===== src/rtl/mem_pkg.sv =====
// Shared definitions for the program/data RAM arbiter: default widths,
// owner-state encoding, requester IDs and the read-return record.
package mem_pkg;

  localparam int AW_DEFAULT = 12;
  localparam int DW_DEFAULT = 16;
  localparam int WAIT_W     = 4;

  typedef enum logic [1:0] {
    IDLE    = 2'd0,
    CPU_OWN = 2'd1,
    DBG_OWN = 2'd2
  } owner_e;

  localparam logic REQ_CPU = 1'b0;
  localparam logic REQ_DBG = 1'b1;

  // Who issued last cycle's access, so the RAM data can be steered back.
  typedef struct packed {
    logic vld;
    logic we;
    logic id;
  } rd_owner_t;

endpackage


===== src/rtl/arb_fairness.sv =====
// Starvation guard for the debug port: counts consecutive refused debug
// cycles and raises force_dbg once the count reaches MAX_WAIT.
module arb_fairness
  import mem_pkg::*;
#(
  parameter int MAX_WAIT = 4
) (
  input  logic clk,
  input  logic rst,
  input  logic dbg_req,
  input  logic dbg_gnt,
  output logic force_dbg
);

  localparam logic [WAIT_W-1:0] WAIT_MAX = WAIT_W'(MAX_WAIT);

  logic [WAIT_W-1:0] wait_cnt;

  // Count refused debug cycles, saturating; any grant or dropped request clears.
  always_ff @(posedge clk) begin
    if (rst) begin
      wait_cnt <= '0;
    end else if (dbg_gnt || !dbg_req) begin
      wait_cnt <= '0;
    end else if (wait_cnt != WAIT_MAX) begin
      wait_cnt <= wait_cnt + 1'b1;
    end
  end

  assign force_dbg = dbg_req && (wait_cnt == WAIT_MAX);

endmodule


===== src/rtl/mem_arbiter.sv =====
// Single-port RAM arbiter between the CPU (fixed priority) and the
// debug/loader port (lock bursts plus starvation protection).
module mem_arbiter
  import mem_pkg::*;
#(
  parameter int AW       = AW_DEFAULT,
  parameter int DW       = DW_DEFAULT,
  parameter int MAX_WAIT = 4
) (
  input  logic          clk,
  input  logic          rst,
  input  logic          cpu_req,
  input  logic          cpu_we,
  input  logic [AW-1:0] cpu_addr,
  input  logic [DW-1:0] cpu_wdata,
  output logic          cpu_gnt,
  output logic          cpu_rvalid,
  output logic [DW-1:0] cpu_rdata,
  output logic          cpu_stall,
  input  logic          dbg_req,
  input  logic          dbg_we,
  input  logic [AW-1:0] dbg_addr,
  input  logic [DW-1:0] dbg_wdata,
  input  logic          dbg_lock,
  output logic          dbg_gnt,
  output logic          dbg_rvalid,
  output logic [DW-1:0] dbg_rdata,
  output logic [AW-1:0] ram_address,
  output logic [DW-1:0] ram_data,
  output logic          ram_wren,
  input  logic [DW-1:0] ram_q
);

  owner_e        state;
  rd_owner_t     rd_owner;
  logic          force_dbg;
  logic          req_we;
  logic [AW-1:0] addr_q;
  logic [DW-1:0] cpu_rdata_q;
  logic [DW-1:0] dbg_rdata_q;

  arb_fairness #(
    .MAX_WAIT (MAX_WAIT)
  ) u_fairness (
    .clk       (clk),
    .rst       (rst),
    .dbg_req   (dbg_req),
    .dbg_gnt   (dbg_gnt),
    .force_dbg (force_dbg)
  );

  // Grant decision: debug lock, then forced debug, then CPU, then debug.
  always_comb begin
    cpu_gnt = 1'b0;
    dbg_gnt = 1'b0;
    if (!rst) begin
      if (state == DBG_OWN && dbg_lock && dbg_req) begin
        dbg_gnt = 1'b1;
      end else if (force_dbg) begin
        dbg_gnt = 1'b1;
      end else if (cpu_req) begin
        cpu_gnt = 1'b1;
      end else if (dbg_req) begin
        dbg_gnt = 1'b1;
      end
    end
  end

  assign cpu_stall = cpu_req & ~cpu_gnt;

  // RAM port mux; the address parks on its last value when nobody is granted.
  always_comb begin
    ram_address = addr_q;
    ram_data    = dbg_wdata;
    req_we      = 1'b0;
    if (cpu_gnt) begin
      ram_address = cpu_addr;
      ram_data    = cpu_wdata;
      req_we      = cpu_we;
    end else if (dbg_gnt) begin
      ram_address = dbg_addr;
      ram_data    = dbg_wdata;
      req_we      = dbg_we;
    end
  end

  assign ram_wren = req_we & (cpu_gnt | dbg_gnt);

  // Owner of the previous cycle, used by the lock rule.
  always_ff @(posedge clk) begin
    if (rst) begin
      state <= IDLE;
    end else if (cpu_gnt) begin
      state <= CPU_OWN;
    end else if (dbg_gnt) begin
      state <= DBG_OWN;
    end else begin
      state <= IDLE;
    end
  end

  // Remember the issued access so its read data can be returned next cycle.
  always_ff @(posedge clk) begin
    if (rst) begin
      rd_owner <= '0;
      addr_q   <= '0;
    end else begin
      rd_owner.vld <= cpu_gnt | dbg_gnt;
      rd_owner.we  <= req_we;
      rd_owner.id  <= dbg_gnt ? REQ_DBG : REQ_CPU;
      addr_q       <= ram_address;
    end
  end

  // Return path: rvalid is masked during reset so an in-flight read is dropped.
  assign cpu_rvalid = ~rst & rd_owner.vld & ~rd_owner.we & (rd_owner.id == REQ_CPU);
  assign dbg_rvalid = ~rst & rd_owner.vld & ~rd_owner.we & (rd_owner.id == REQ_DBG);
  assign cpu_rdata  = cpu_rvalid ? ram_q : cpu_rdata_q;
  assign dbg_rdata  = dbg_rvalid ? ram_q : dbg_rdata_q;

  // Each port's read data holds until that port receives a new read.
  always_ff @(posedge clk) begin
    if (rst) begin
      cpu_rdata_q <= '0;
      dbg_rdata_q <= '0;
    end else begin
      cpu_rdata_q <= cpu_rdata;
      dbg_rdata_q <= dbg_rdata;
    end
  end

endmodule


===== config.mk =====
export PLATFORM = sky130hd
export DESIGN_NAME = mem_arbiter
export DESIGN_NICKNAME = d
export VERILOG_FILES = /design/src/rtl/mem_pkg.sv /design/src/rtl/arb_fairness.sv /design/src/rtl/mem_arbiter.sv
export SDC_FILE = /design/constraint.sdc
export NUM_CORES = 1
export LEC_CHECK = 0
export BUFFER_PORTS_ARGS = -buffer_cell sky130_fd_sc_hd__buf_2
export CORE_UTILIZATION = 45
export DETAILED_ROUTE_END_ITERATION = 6
export PLACE_DENSITY = 0.8
export REMOVE_ABC_BUFFERS = 1
export SLEW_MARGIN = 10
export SYNTH_ARGS = -nofsm -noshare
export SYNTH_HDL_FRONTEND = slang
export SYNTH_SLANG_ARGS = --single-unit

===== constraint.sdc =====
create_clock -name clk -period 1.95 [get_ports clk]
set_input_delay 0.195 -clock clk [delete_from_list [all_inputs] [get_ports clk]]
set_output_delay 0.195 -clock clk [all_outputs]
set_load 0.01 [all_outputs]

==> qor.csv <==
stage,metric,value,unit
min_path,min-delay src,cpu_addr[5],
floorplan,die width,79.7,µm
placement,Setup WS pre-CTS,0.0267,ns
layout,"leading cell type in the layout, fill and taps excluded",buf_2,
critical_path,Worst setup SP type,flop,
sta,final worst path period share,112,%
sta,worst setup margin,-0.234,ns
clock_network,# hold bufs at CTS,0,
grt,GRT Overall Usage,26.6,%
sta,unrepaired setup endpoints after global routing,yes,
critical_path,crit-path max FO,5,
sta,Setup Viol. Count Final,28,
clock_network,Sink Count,53,
power_and_ir_drop,Final Total Pwr,2.62,mW
route,DRT antenna net count,0,
power_and_ir_drop,Net Sw Power,0.721,mW
sta,maximum clock rate,458,MHz
critical_path,cells on worst reg2reg path,10,
clock_network,Worst-path clk slew,0.10,ns
power_and_ir_drop,combinational fraction of design power,27.2,%
route,DR pass1 iterations,4,
critical_path,crit end category,primary output,
clock_network,Skew-Pair Late Insertion Delay,0.30,ns
min_path,hold depth,3,
floorplan,Ports,145,
sta,worst-margin pin slew,0.447,ns
yosys,"Avg Cell Area, Syn",9.77,µm²
floorplan,die area,0.00635,mm²
run_status,status,"complete, but fails checks",
clock_network,clock buffer depth,2,
power_and_ir_drop,Internal,1.89,mW
critical_path,worst endpoint data arrival time,1.99,ns
placement,Port Buf Inserts,144,
power_and_ir_drop,Worst VDD drop,0.372,mV
yosys,Synth warnings,0,
power_and_ir_drop,clock share of power,28.3,%
power_and_ir_drop,Switching Fraction,27.6,%
power_and_ir_drop,LEAKAGE,2.01,nW
layout,Antenna Diode Count,0,
layout,NumNets Final,514,
yosys,main flop type after synthesis,dfxtp_1,
floorplan,Core Region,0.00568,mm²
sta,fin crit period,2.18,ns
clock_network,maximum level of the CTS H-tree,2,
clock_network,CTS tree,yes,
yosys,mux cell area share after synthesis,21.1,%
critical_path,Worst Path Required,1.75,ns
sta,WHS,0.122,ns
sta,Clock Skew,0.00816,ns
sta,Slew headroom,70.2,%
yosys,"area leader, netlist",dfxtp_1,
route,Wirelength per Cell,17.0,µm
placement,RePlAce Congestion,0.899,
yosys,"Seq/Total Area, Yosys",39.1,%
layout,most frequent cells in the layout,"buf_2, dfxtp_1, and2_1",
yosys,post-synthesis xor/xnor area fraction,0,%
placement,Placed Cells,488,
power_and_ir_drop,pwr dens,629,mW/mm²
run,max-capacitance violation count,0,
yosys,Syn Inst Count,278,
clock_network,Root Driver,clkbuf_8,
grt,initial antenna violation count,0,
min_path,Hold Crit Endpoint,addr_q[5]$_SDFF_PP0_,
placement,DP HPWL,5420,µm
clock_network,CTS buffer count,5,
sta,TNS Setup,-4.66,ns
route,Vias/cell,5.60,
critical_path,Reg-to-Reg Start,u_fairness.wait_cnt[0]$_SDFFE_PP0P_,
layout,Fill cells,390,
yosys,adder-cell area share of the yosys netlist,0.921,%
grt,first-pass GRT wire length,13000,µm
yosys,top-area cell type share of the netlist area,39.1,%
yosys,number of synthesized flops with an enable pin,0,
yosys,Synth Cell Area,0.00272,mm²
route,DRC,0,
yosys,ranking of synthesized cells by area,"dfxtp_1, mux2_2, and2_1",
layout,multi-input logic area,0.00175,mm²
yosys,largest family of logic cells by synthesized area,multiplexers,
route,WL final,8610,µm
sta,Final Max Slew Viols,0,
floorplan,DIE HEIGHT,79.7,µm
floorplan,Initial Utilization,47.9,%
route,Initial DRC Count,104,
power_and_ir_drop,Flop pwr share,44.5,%
min_path,Hold Path Class,in -> reg,
layout,area grow syn2layout,53.1,%
grt,vias in the first global route,2827,
grt,GRT overflow,0,
layout,fin cells,506,
sta,"Hold Vio Cnt, Final",0,
yosys,Synth async-reset ratio,0,%
critical_path,r2r setup slk,0.15,ns
yosys,Synth Area in Compound Gates,17.3,%
yosys,post-synth cell types,33,
yosys,Synth Area in Simple Gates,16.1,%
critical_path,Setup CP Type,reg -> out,
critical_path,reg-to-reg endpoint,rd_owner[1]$_SDFF_PP0_,
layout,share of layout cells above drive strength 1,58.3,%
floorplan,# rows,27,
run_status,failing checks,negative setup slack,
layout,register area,0.00106,mm²
route,via count of the routed design,2832,
yosys,register bit total from synthesis,53,
grt,largest net degree at the start of global routing,34,
routing by layer:
layer  GRT usage, %  part of all wire [%]  vias to the layer above
met3           6.29                   8.8                       10
met5              0                     0                        -
li1               -                     -                     1313
met4           9.82                   1.3                        0
met1           27.0                    37                     1327
met2           51.5                    53                      182
final cells by class:
cell class                      count  share of cell area [%]
Clock buffer                        6                    1.74
Multi-Input combinational cell    193                    42.0
Sequential cell                    53                    25.6
Tap cell                           72                    2.17
Clock inverter                      2                   0.933
Inverter                           14                    1.26
Timing Repair Buffer              166                    26.3
timing repair:
item	CTS	global route
pin swaps	9	0
gates cloned	3	0
buffers inserted	7	3
endpoints found under the setup margin	29	32
gates resized for setup	57	20
cells in the mapped netlist, types with 2 or more instances:
library cell,n
dfxtp_1,53
nand3_1,3
o22a_1,12
a22o_1,2
ha_1,2
buf_2,7
o22ai_1,12
nor3_1,2
o21ai_0,3
nand4b_1,2
nor2b_1,3
a21oi_1,7
nand2_1,6
mux2_4,9
nand2b_1,3
buf_4,2
a221oi_1,9
a211oi_1,9
a22oi_1,9
inv_1,13
and2_1,33
mux2_2,38
nor2_1,22
clkbuf_1,8
registers in the layout, summed over array words and instances, names as in the netlist:
register / cells
rd_owner: 3
cpu_rdata_q: 16
u_fairness.wait_cnt: 4
addr_q: 12
dbg_rdata_q: 16
state: 2
kinds of logic after synthesis:
group | after synthesis
AO/OA/AOI/OAI | 64
adder cells (fa/ha/maj) | 2
buffers and inverters | 33
flip-flops | 53
multiplexers | 48
AND/OR/NAND/NOR | 78
worst max-delay path, stage by stage, from the launching register on:
cell and delay [ns]:
dfxtp_2 0.36, inv_2 0.05, ha_4 0.16, nand4b_1 0.17, nand2_2 0.11, nor2_4 0.16, buf_12 0.14, buf_16 0.12
mux2_4 0.31, buf_6 0.12
power groups by stage:
stage	Clock, mW	Sequential (mW)	Combinational, mW
6_report	0.739	1.16	0.712
3_3_place_gp	0	1.18	0.548
3_5_place_dp	0	1.19	0.558
5_1_grt	0.797	1.17	0.762
4_1_cts	0.751	1.16	0.671
2_1_floorplan	0	1.18	0.303
through the flow:
stage                     instance area, µm²  utilization (%)
after detailed placement                3580             63.1
after CTS                               4080             71.9
final                                   4160             73.3
after floorplan                         2620                -
after global routing                    4160             73.3
after global placement                  3580             63.1
worst max path at each step:
stage               slack [ns]                   endpoint                                 from
finish                   -0.23                ram_data[2]  u_fairness.wait_cnt[0]$_SDFFE_PP0P_
global route             -0.31             ram_address[0]  u_fairness.wait_cnt[0]$_SDFFE_PP0P_
CTS                      -0.18               ram_data[13]  u_fairness.wait_cnt[0]$_SDFFE_PP0P_
global placement          0.06             ram_address[8]  u_fairness.wait_cnt[1]$_SDFFE_PP0P_
detailed placement        0.03             ram_address[1]  u_fairness.wait_cnt[1]$_SDFFE_PP0P_
floorplan                -1.12  dbg_rdata_q[0]$_SDFF_PP0_               rd_owner[0]$_SDFF_PP0_
No activity file was read; power rests on OpenSTA's default activity.
